File: src/rtl/multi_digit_counter.sv
// multi_digit_counter
//   Multi-digit up/down counter (BCD or hex digits) advanced by a clock-divided
//   tick, with a one-hot LED walker and registered active-low 7-segment outputs.
//
//   Parameters: CLK_HZ / TICK_HZ set the tick divider DIV (must be >= 2),
//   DIGITS (1..8) 4-bit digits of radix RADIX (10 or 16), LED_W walker width.
//
//   Ports:
//     CLOCK_50   in   clock
//     RESET_N    in   synchronous active-low reset
//     iRUN       in   1 = count, 0 = pause (prescaler and count hold)
//     iDIR       in   1 = up, 0 = down
//     iCLR       in   synchronous clear (count 0, walker 1)
//     iLOAD      in   load strobe for iLOAD_VAL (digit 0 in [3:0])
//     oCOUNT     out  current count
//     oSEG       out  active-low segments, digit d in [7d+6:7d], bit 0 = a
//     oLED       out  one-hot walker, rotates left on up ticks, right on down
//     oTICK      out  one-cycle pulse when the count advances
//     oWRAP      out  one-cycle pulse coincident with a wrapping tick
//
//   Build option: define BLANK_LEADING_ZERO_EN to blank zero digits above the
//   most significant nonzero digit (digit 0 always displays).
module multi_digit_counter #(
   parameter int unsigned CLK_HZ  = 50000000,
   parameter int unsigned TICK_HZ = 1,
   parameter int unsigned DIGITS  = 4,
   parameter int unsigned RADIX   = 16,
   parameter int unsigned LED_W   = 8
) (
   input  logic                  CLOCK_50,
   input  logic                  RESET_N,
   input  logic                  iRUN,
   input  logic                  iDIR,
   input  logic                  iCLR,
   input  logic                  iLOAD,
   input  logic [4*DIGITS-1:0]   iLOAD_VAL,
   output logic [4*DIGITS-1:0]   oCOUNT,
   output logic [7*DIGITS-1:0]   oSEG,
   output logic [LED_W-1:0]      oLED,
   output logic                  oTICK,
   output logic                  oWRAP
);

   localparam int unsigned DIV      = CLK_HZ / TICK_HZ;
   localparam int unsigned PW       = $clog2(DIV);
   localparam logic [PW-1:0] PresMax  = PW'(DIV - 1);
   localparam logic [3:0]    DigitMax = 4'(RADIX - 1);
   localparam logic [6:0]    SegZero  = 7'b1000000;
   localparam logic [6:0]    SegBlank = 7'b1111111;
   localparam logic [LED_W-1:0] LedInit = {{(LED_W-1){1'b0}}, 1'b1};

   function automatic logic [6:0] hex_glyph(input logic [3:0] v);
      logic [6:0] g;
      case (v)
         4'h0: g = 7'h40;
         4'h1: g = 7'h79;
         4'h2: g = 7'h24;
         4'h3: g = 7'h30;
         4'h4: g = 7'h19;
         4'h5: g = 7'h12;
         4'h6: g = 7'h02;
         4'h7: g = 7'h78;
         4'h8: g = 7'h00;
         4'h9: g = 7'h10;
         4'hA: g = 7'h08;
         4'hB: g = 7'h03;
         4'hC: g = 7'h46;
         4'hD: g = 7'h21;
         4'hE: g = 7'h06;
         4'hF: g = 7'h0E;
         default: g = SegBlank;
      endcase
      return g;
   endfunction

   logic [PW-1:0]         presc_q, presc_d;
   logic [4*DIGITS-1:0]   count_q, count_d;
   logic [LED_W-1:0]      led_q, led_d;
   logic                  tick_q, tick_d;
   logic                  wrap_q, wrap_d;
   logic [7*DIGITS-1:0]   seg_q, seg_d;

   logic                  tick_now;
   logic                  carry;
   logic [4*DIGITS-1:0]   count_step;
   logic [4*DIGITS-1:0]   load_clamped;
   logic [LED_W-1:0]      led_rot;

   // Ripple carry/borrow across digits; carry out of the top digit is a wrap.
   always_comb begin
      logic [3:0] dig;
      carry      = 1'b1;
      count_step = count_q;
      for (int d = 0; d < int'(DIGITS); d++) begin
         dig = count_q[4*d +: 4];
         if (carry) begin
            if (iDIR) begin
               if (dig >= DigitMax) begin
                  count_step[4*d +: 4] = 4'd0;
               end else begin
                  count_step[4*d +: 4] = dig + 4'd1;
                  carry                = 1'b0;
               end
            end else begin
               if (dig == 4'd0) begin
                  count_step[4*d +: 4] = DigitMax;
               end else begin
                  count_step[4*d +: 4] = dig - 4'd1;
                  carry                = 1'b0;
               end
            end
         end
      end
   end

   always_comb begin
      logic [3:0] lv;
      load_clamped = iLOAD_VAL;
      for (int d = 0; d < int'(DIGITS); d++) begin
         lv = iLOAD_VAL[4*d +: 4];
         if (RADIX == 10 && lv > 4'd9) begin
            load_clamped[4*d +: 4] = 4'd9;
         end
      end
   end

   assign tick_now = iRUN && (presc_q == PresMax);
   assign led_rot  = iDIR ? {led_q[LED_W-2:0], led_q[LED_W-1]}
                          : {led_q[0], led_q[LED_W-1:1]};

   // Clear beats load beats tick; a tick that loses is simply dropped.
   always_comb begin
      presc_d = presc_q;
      count_d = count_q;
      led_d   = led_q;
      tick_d  = 1'b0;
      wrap_d  = 1'b0;
      if (iCLR) begin
         presc_d = '0;
         count_d = '0;
         led_d   = LedInit;
      end else if (iLOAD) begin
         presc_d = '0;
         count_d = load_clamped;
      end else if (iRUN) begin
         if (tick_now) begin
            presc_d = '0;
            count_d = count_step;
            led_d   = led_rot;
            tick_d  = 1'b1;
            wrap_d  = carry;
         end else begin
            presc_d = presc_q + PW'(1);
         end
      end
   end

   // Segments follow the registered count, hence one cycle behind oCOUNT.
   always_comb begin
      logic [3:0] dig;
      logic       nonzero_above;
      nonzero_above = 1'b0;
      seg_d         = '0;
      for (int d = int'(DIGITS) - 1; d >= 0; d--) begin
         dig = count_q[4*d +: 4];
`ifdef BLANK_LEADING_ZERO_EN
         if (d != 0 && !nonzero_above && dig == 4'd0) begin
            seg_d[7*d +: 7] = SegBlank;
         end else begin
            seg_d[7*d +: 7] = hex_glyph(dig);
         end
`else
         seg_d[7*d +: 7] = hex_glyph(dig);
`endif
         nonzero_above = nonzero_above | (dig != 4'd0);
      end
   end

   always_ff @(posedge CLOCK_50) begin
      if (!RESET_N) begin
         presc_q <= '0;
         count_q <= '0;
         led_q   <= LedInit;
         tick_q  <= 1'b0;
         wrap_q  <= 1'b0;
         seg_q   <= {DIGITS{SegZero}};
      end else begin
         presc_q <= presc_d;
         count_q <= count_d;
         led_q   <= led_d;
         tick_q  <= tick_d;
         wrap_q  <= wrap_d;
         seg_q   <= seg_d;
      end
   end

   assign oCOUNT = count_q;
   assign oSEG   = seg_q;
   assign oLED   = led_q;
   assign oTICK  = tick_q;
   assign oWRAP  = wrap_q;

endmodule

File: config.mk
export PLATFORM = sky130hd
export DESIGN_NAME = multi_digit_counter
export DESIGN_NICKNAME = d
export VERILOG_FILES = /design/src/rtl/multi_digit_counter.sv
export SDC_FILE = /design/constraint.sdc
export NUM_CORES = 1
export LEC_CHECK = 0
export BUFFER_PORTS_ARGS = -buffer_cell sky130_fd_sc_hd__buf_2
export CAP_MARGIN = 20
export CORE_AREA = 5 5 101 103
export CTS_BUF_LIST = sky130_fd_sc_hd__clkbuf_16
export DETAILED_ROUTE_END_ITERATION = 6
export DIE_AREA = 0 0 106 108
export PLACE_DENSITY_LB_ADDON = 0.15
export SETUP_SLACK_MARGIN = 0.3
export SLEW_MARGIN = 20
export SYNTH_ARGS = -nofsm -noshare
export SYNTH_HDL_FRONTEND = slang
export SYNTH_SLANG_ARGS = --single-unit
File: constraint.sdc
create_clock -name CLOCK_50 -period 2.2 [get_ports CLOCK_50]
set_input_delay 0.11 -clock CLOCK_50 [delete_from_list [all_inputs] [get_ports CLOCK_50]]
set_output_delay 0.11 -clock CLOCK_50 [all_outputs]
set_load 0.01 [all_outputs]
Word level (Yosys, flattened, before mapping). Memories as Yosys holds them, arrays and structs flattened. A register that Yosys moved wholly into a read port is not among the register bits. Cells that the tools add are included.

Register bits: 52. Bits in read-only memories: 448. Bits of input ports: 22. Output and inout bits: 54. Logic and storage cells: 89. Memories kept: 4.

Memory list: (no name shown) (words 16, width 7, read ports 1, clocked after Yosys merged registers in 1, wr ports 0, line 54) `case (v)`; (no name shown) (words 16, width 7, read ports 1, clocked after Yosys merged registers in 1, wr ports 0, line 54); (no name shown) (words 16, width 7, read ports 1, clocked after Yosys merged registers in 1, wr ports 0, line 54); (no name shown) (words 16, width 7, read ports 1, clocked after Yosys merged registers in 1, wr ports 0, line 54).

Add/subtract/negate cells: 9. Magnitude comparators: 4. Eq/ne operators: 1. Multiplexer cells: 35. Bitwise operators: 5. Reduce and logical (&&, ||, !) cells: 23.

Operator list (number): $mux 4 (15); $mux 16 (3); $add 26x1->26 const B (1); $eq 26x26->1 const B (1); $mux 26 (1); $add 4x1->4 const B (4); $ge 4x4->1 const B (4); $logic_not 4->1 (4); $sub 4x1->4 const B (4); $mux 1 (15); $reduce_and 3->1 (4); $reduce_bool 2->1 (5); $mux 8 (1); $reduce_or 6->1 (1); $not 1->1 (5); $logic_not 1->1 (4); $reduce_or 4->1 (1); $reduce_or 3->1 (1); $reduce_and 2->1 (1); $reduce_or 2->1 (1); $logic_and 1x1->1 (1).

Logic depth before layout (Yosys ltp). Gate-level depths: netlist of the first run.

Depth in word-level cells: 9. Gate-level depth with buffers: 8. Mapped depth without buffers: 7.

Least setup slack after synthesis of the first run. OpenSTA, ideal clock, no wires.

Path kind: flip-flop to flip-flop. Start point: reg count_q[0] (netlist: oCOUNT[0]). End point: reg count_q[14] (netlist: oCOUNT[14]). Library setup time: 0.067 ns. Data arrival time: 2.329 ns. Required time: 2.133 ns. Path slack: -0.196 ns. Cell stages (with the launch flop): 8. Path buffers: 0. Clock period less this slack: 2.396 ns. Cells stage by stage: dfxtp_1 inv_1 ha_1 or4b_4 a222oi_1 a31oi_1 a311o_1 a21oi_2.

Cells in the longest elaborated chain, start to end: 7. Elaborated cells on any way between the ends: 9. Classes of those cells: 1 x order compare; 5 x mux; 3 x reduce/logical.

Ends and longest elaborated chain: start: declaration (line 77) `logic [4*DIGITS-1:0] count_q, count_d;`; start signal: assignment (line 189) `count_q <= count_d;`; $ge 4x4->1 / $logic_not 4->1 (equally long branches) (line 98, 105); $mux 1 (on tied branches) (line 98, 105); $mux 1 (*) (line 97) `if (iDIR) begin`; $mux 1 (*) (2 in series) (line 96) `if (carry) begin`; $reduce_bool 2->1 (no source line) (*); $reduce_and 3->1 (no source line) (*).

Mark *: on every way between the ends. The rest lies on a longest branch, timed or not. A chain may end at the register's enable or synchronous reset.

Worst setup path after layout of the first run. Ends and elaborated chain as after synthesis.

==> reports/qor.csv, run 1 <==
metric,value,unit
post-route-min-period,2.14,ns
cp_data_required_time,2.46,ns
clock_skew,0.00735,ns
worst-path-max-fanout,3,
area.growth.synth_to_final,26.7,%
status,completed,
vias,4404,
drt-wirelength-per-cell,15.1,um
slew_headroom,51.7,%
clk_latency,0.33,ns
place_congestion,0.811,
hold_class,primary input to register,
crit_slowest_cell,or4b_4,
async_flop_share,0,%
avgSynthCellArea,8.17,um^2
max-vdd-ir-drop,0.448,mV
yosysWarnings,0,
antenna_found_initial,0,
synth_seq_cells,80,
first_pass_iters,5,
cp.buffers_inverters,2,
dieHeight,108,um
grt_start_max_net_pins,31,
io_buffers,75,
final_util,63.4,%
antenna_cells,0,
fin_cells,774,
synth.distinct_cells,58,
initial_utilization,50.1,%
die_w,106,um
worst_pin_slew,0.723,ns
coreArea,9110,um^2
drc,0,
num-nets-final,705,
worstPathCellList,"inv_4, ha_4, or4b_4, a222oi_1, buf_4, a31oi_4, a311o_1, a21oi_2",
finalSetupTns,0,ns
cts.clk_slew.worst_paths,0.06,ns
grt_pass1_wl,19600,um
power-per-cell-area,582,nW/um^2
io_pins,76,
max_freq,467,MHz
hold_violations,0,
drive_gt1_share,29.0,%
fin_area,5780,um^2
via_per_inst,5.69,
synth_edf_count,0,
final-max-slew-violation-count,0,
ant_nets,0,
cp-start-kind,register,
grt_use_total,20.9,%
syn_inst,558,
critPathMaxStageDelay,0.45,ns
dp_cells,746,
drv_cap,0,
fp.dieArea,11400,um^2
path_class,register to register,
clock-sinks,80,
cts_made_buffers,9,
clock_path_buffers,2,
grt_pass1_vias,4240,
cp.arrival,2.40,ns
finalWirelength,11700,um
seq_area,1620,um^2
hpwl,8250,um
finalCritPeriodShare,97.3,%
seq_area_frac_synth,35.1,%
root_buffer,clkbuf_16,
hold_ws,0.0444,ns
grt-ovfl-total,0,
htreeDepth,3,
cp_top_family,compound AO/OA/AOI/OAI gates,
rows,35,
multi_input_area,2870,um^2
cp-end-kind,register,
synth-main-ff-cell,dfxtp_1,
syn-cell-area,4560,um^2
drt_iter0_markers,186,
p_leak,2.45,nW
rsz0062_at_grt,true,
cts_tree,yes,
placed_cell_area,5260,um^2
setup_violations,0,
synth_nets,605,
nFillCells,811,
-- cell usage after synthesis (2+ instances only) --
cell / n / area [um^2]
dfxtp_1: 80 / 1600
nor2_1: 56 / 210
nand2_1: 50 / 188
o21ai_0: 49 / 245
clkbuf_1: 27 / 101
nand3_1: 26 / 130
ha_1: 25 / 313
a21oi_1: 23 / 115
inv_1: 19 / 71.3
mux2i_1: 18 / 180
nand4_1: 18 / 113
nor2b_1: 15 / 93.8
xnor2_1: 13 / 114
xor2_1: 13 / 114
mux2_2: 12 / 135
nor3_1: 12 / 60.1
o211ai_1: 10 / 75.1
o211a_1: 9 / 90.1
and2_1: 7 / 43.8
buf_1: 7 / 26.3
nand2b_1: 7 / 43.8
and3_1: 6 / 37.5
a31oi_1: 5 / 31.3
or3_1: 4 / 25.0
a32oi_1: 3 / 26.3
and4_1: 3 / 26.3
o31ai_1: 3 / 22.5
a2bb2oi_1: 2 / 17.5
a311oi_1: 2 / 17.5
and4b_1: 2 / 20.0
nor4_1: 2 / 12.5
o21bai_1: 2 / 15.0
o221ai_1: 2 / 17.5
or4b_1: 2 / 20.0
-- routing by layer --
metal / vias up / track usage (%) / share of wire (%)
met1: 2076 / 25.2 / 44
li1: 2181 / - / -
met4: 0 / 8.42 / 1.8
met5: - / 0 / 0
met3: 20 / 4.36 / 5.6
met2: 127 / 36.4 / 49
-- tightest hold or removal path, delay by kind of cell --
family | cells | cell delay (ns)
AND/OR/NAND/NOR | 1 | 0.06
AO/OA/AOI/OAI | 1 | 0.08
buffers and inverters | 1 | 0.08
-- power by group --
part           internal, mW  switching (mW)
logic                 0.177           0.229
registers              1.48          0.0212
clock network         0.868           0.586
-- path summary, 6_finish.rpt --
kind                     start  cells after the start  slack, ns    endpoint
setup / recovery     oCOUNT[0]                      8       0.06  oCOUNT[14]
setup reg to reg     oCOUNT[0]                      8       0.06  oCOUNT[14]
hold / removal    iLOAD_VAL[7]                      3       0.04   oCOUNT[7]
hold reg to reg     presc_q[1]                      2       0.51  presc_q[1]
-- final cells by class --
class / count / share of cell area (%)
multi-input cells: 421 / 49.6
flip-flops and latches: 80 / 28.0
repair buffers: 125 / 13.5
clock buffers: 9 / 3.90
well taps: 111 / 2.40
inverters: 21 / 1.45
clock inverters: 7 / 1.10
-- metrics by stage --
| stage | power [mW] | setup slack, ns |
|---|---|---|
| floorplan | 1.78 | -0.0157 |
| CTS | 3.39 | 0.0682 |
| global route | 3.52 | -0.0484 |
| global placement | 1.91 | 0.0778 |
| finish | 3.36 | 0.0602 |
| detailed placement | 1.92 | 0.0488 |
-- placed cells by master (no fill, tap or decap), drive strengths merged, types with 5 or more instances in the layout --
master | Yosys | layout
buf | 9 | 125
dfxtp | 80 | 80
nor2 | 56 | 56
nand2 | 50 | 50
o21ai | 49 | 49
nand3 | 26 | 26
ha | 25 | 25
a21oi | 24 | 24
inv | 20 | 21
nand4 | 18 | 18
mux2i | 18 | 18
nor2b | 15 | 15
xor2 | 13 | 13
xnor2 | 13 | 13
nor3 | 12 | 12
mux2 | 12 | 12
o211ai | 10 | 10
o211a | 9 | 9
clkbuf | 27 | 9
and2 | 7 | 7
nand2b | 7 | 7
and3 | 6 | 6
a31oi | 5 | 5
-- kinds of logic (layout without fill, tap and decap cells) --
kind of cell	after synthesis	in the layout	synth area share [%]
DFF	80	80	35.1
muxes	30	30	6.91
adders and majority gates	25	25	6.86
and+or+nand+nor	218	218	24.2
xor gates and xnor gates	26	26	4.99
AOI/OAI and AO/OA	122	122	17.0
buffers and inverters	57	162	4.88
-- flip-flops by register name, summed over array words and instances (netlist names) --
signal	count
oWRAP	1
oSEG	28
oTICK	1
presc_q	26
oLED	8
oCOUNT	16
-- what timing repair did --
| item | in CTS | in global routing |
|---|---|---|
| setup buffers | 7 | 5 |
| gates resized for setup | 15 | 26 |
| hold buffers | 0 | 0 |
| gates cloned | 0 | 0 |
| pin swaps | 8 | 14 |
| setup endpoints to repair | 44 | 20 |
(Power assumes the default switching activity.)
==> inputs of run 2 (changes only) <==
--- a/config.mk
+++ b/config.mk
@@ -12,6 +12,7 @@
 export DETAILED_ROUTE_END_ITERATION = 6
 export DIE_AREA = 0 0 106 108
 export PLACE_DENSITY_LB_ADDON = 0.15
+export RECOVER_POWER = 100
 export SETUP_SLACK_MARGIN = 0.3
 export SLEW_MARGIN = 20
 export SYNTH_ARGS = -nofsm -noshare
==> reports/qor.csv, run 2 (synthesis gave the netlist of run 1 again) <==
metric,value,unit,change
vias,4413,,was 4404
clock-sinks,80,,unchanged
finalWirelength,11700,um,about the same
antenna_found_initial,0,,unchanged
crit_slowest_cell,or4b_4,,unchanged
cp_data_required_time,2.46,ns,about the same
drt_iter0_markers,184,,was 186
setup_violations,0,,unchanged
fp.dieArea,11400,um^2,unchanged
mostFrequentLayoutCells,"dfxtp_1, nor2_1, nand2_1",,"was buf_2, dfxtp_1, nor2_1"
io_pins,76,,unchanged
power-per-cell-area,586,nW/um^2,was 582 nW/um^2
cp-start-kind,register,,unchanged
grt.busiest_layer,met2,,unchanged
max_freq,466,MHz,was 467 MHz
die_w,106,um,unchanged
post-route-min-period,2.14,ns,about the same
grt_start_max_net_pins,31,,unchanged
final-max-slew-violation-count,0,,unchanged
grt_pass1_wl,19600,um,unchanged
hold_ws,0.0443,ns,was 0.0444 ns
hpwl,8250,um,unchanged
via_per_inst,5.70,,was 5.69
cts.clk_slew.worst_paths,0.06,ns,about the same
htreeDepth,3,,unchanged
drive_gt1_share,23.1,%,was 29.0%
rows,35,,unchanged
power.total,3.36,mW,about the same
grt-ovfl-total,0,,unchanged
finalCritPeriodShare,97.5,%,was 97.3%
clk_latency,0.33,ns,about the same
hold_buffers,0,,unchanged
finalSetupTns,0,ns,unchanged
coreArea,9110,um^2,unchanged
cts_tree,yes,,unchanged
hold_class,primary input to register,,unchanged
ant_nets,0,,unchanged
cp.arrival,2.41,ns,was 2.40 ns
grt_use_met1,25.2,%,unchanged
dieHeight,108,um,unchanged
cp_top_family,compound AO/OA/AOI/OAI gates,,unchanged
drc,0,,unchanged
worstPathCellList,"inv_4, ha_4, or4b_4, a222oi_1, buf_4, a31oi_4, a311o_1, a21oi_2",,unchanged
worst-path-max-fanout,3,,unchanged
slew_headroom,50.0,%,was 51.7%
place_congestion,0.811,,unchanged
grt_pass1_vias,4240,,unchanged
rsz0062_at_grt,true,,unchanged
met3_usage,4.36,%,unchanged
clock_path_buffers,2,,unchanged
p_leak,2.30,nW,was 2.45 nW
num-nets-final,705,,unchanged
drt-wirelength-per-cell,15.2,um,was 15.1 um
cp-end-kind,register,,unchanged
max-vdd-ir-drop,0.447,mV,was 0.448 mV
final_common_cell,dfxtp_1,,was buf_2
io_buffers,75,,unchanged
status,completed,,unchanged
hold_violations,0,,unchanged
path_class,register to register,,unchanged
area.growth.synth_to_final,25.7,%,was 26.7%
cp.buffers_inverters,2,,unchanged
root_buffer,clkbuf_16,,unchanged
critPathMaxStageDelay,0.45,ns,about the same
cts_made_buffers,9,,unchanged
initial_utilization,50.1,%,unchanged
antenna_cells,0,,unchanged
worst_pin_slew,0.749,ns,was 0.723 ns
grt_use_total,20.9,%,unchanged
largest_reg_flops,28,,unchanged
gr-usage-met2,36.4,%,unchanged
drv_cap,0,,unchanged
clock_skew,0.00681,ns,was 0.00735 ns
first_pass_iters,5,,unchanged
run 2: cell count changes in the layout (fill, tap and decap cells not counted), sizes merged:
cell,previous run,this run
buf,125,86
clkbuf,9,48
run 2: worst paths after layout:
kind / from / to / slack, ns / cells past startpoint
worst min-delay path: iLOAD_VAL[7] / oCOUNT[7] / 0.04 / 3
worst max-delay path: oCOUNT[0] / oCOUNT[14] / 0.06 / 8
worst min register to register: presc_q[1] / presc_q[1] / 0.51 / 2
worst max register to register: oCOUNT[0] / oCOUNT[14] / 0.06 / 8
run 2: tightest hold or removal path, delay by kind of cell:
family / cells / cell delay (ns)
AOI/OAI and AO/OA: 1 / 0.08
buffers and inverters: 1 / 0.08
and+or+nand+nor: 1 / 0.06
run 2: power breakdown:
group          switching, mW  internal (mW)  leakage [nW]
registers             0.0222           1.48         0.654
logic                  0.229          0.172          1.50
clock network          0.585          0.868         0.142
run 2: what timing repair did:
action / CTS / global route
gates resized for setup: 15 / 26
pin swaps: 8 / 14
setup endpoints to repair: 44 / 20
setup buffers: 7 / 5
hold endpoints to repair: 0 / 0
run 2: metrics by stage:
stage	setup WS, ns	instances	util, %	cell area, um^2
after floorplan	-0.0157	558	-	4590
after CTS	0.0682	769	62.1	5660
final	0.0550	774	62.9	5730
after global placement	0.0778	746	57.8	5260
after detailed placement	0.0488	746	57.8	5260
after global routing	-0.0484	774	62.9	5730
run 2: final cells by class:
cell class,count,area (um^2)
clock buffer,9,225
tap,111,139
fill,832,3380
timing repair buffer,125,733
inverter,21,83.8
clock inverter,7,63.8
sequential,80,1620
multi-input combinational,421,2870
run 2: per-layer routing:
| metal | part of all wire (%) | vias to the layer above |
|---|---|---|
| met2 | 49 | 123 |
| met4 | 1.8 | 0 |
| met1 | 44 | 2089 |
| met3 | 5.7 | 20 |
| li1 | - | 2181 |
| met5 | 0 | - |
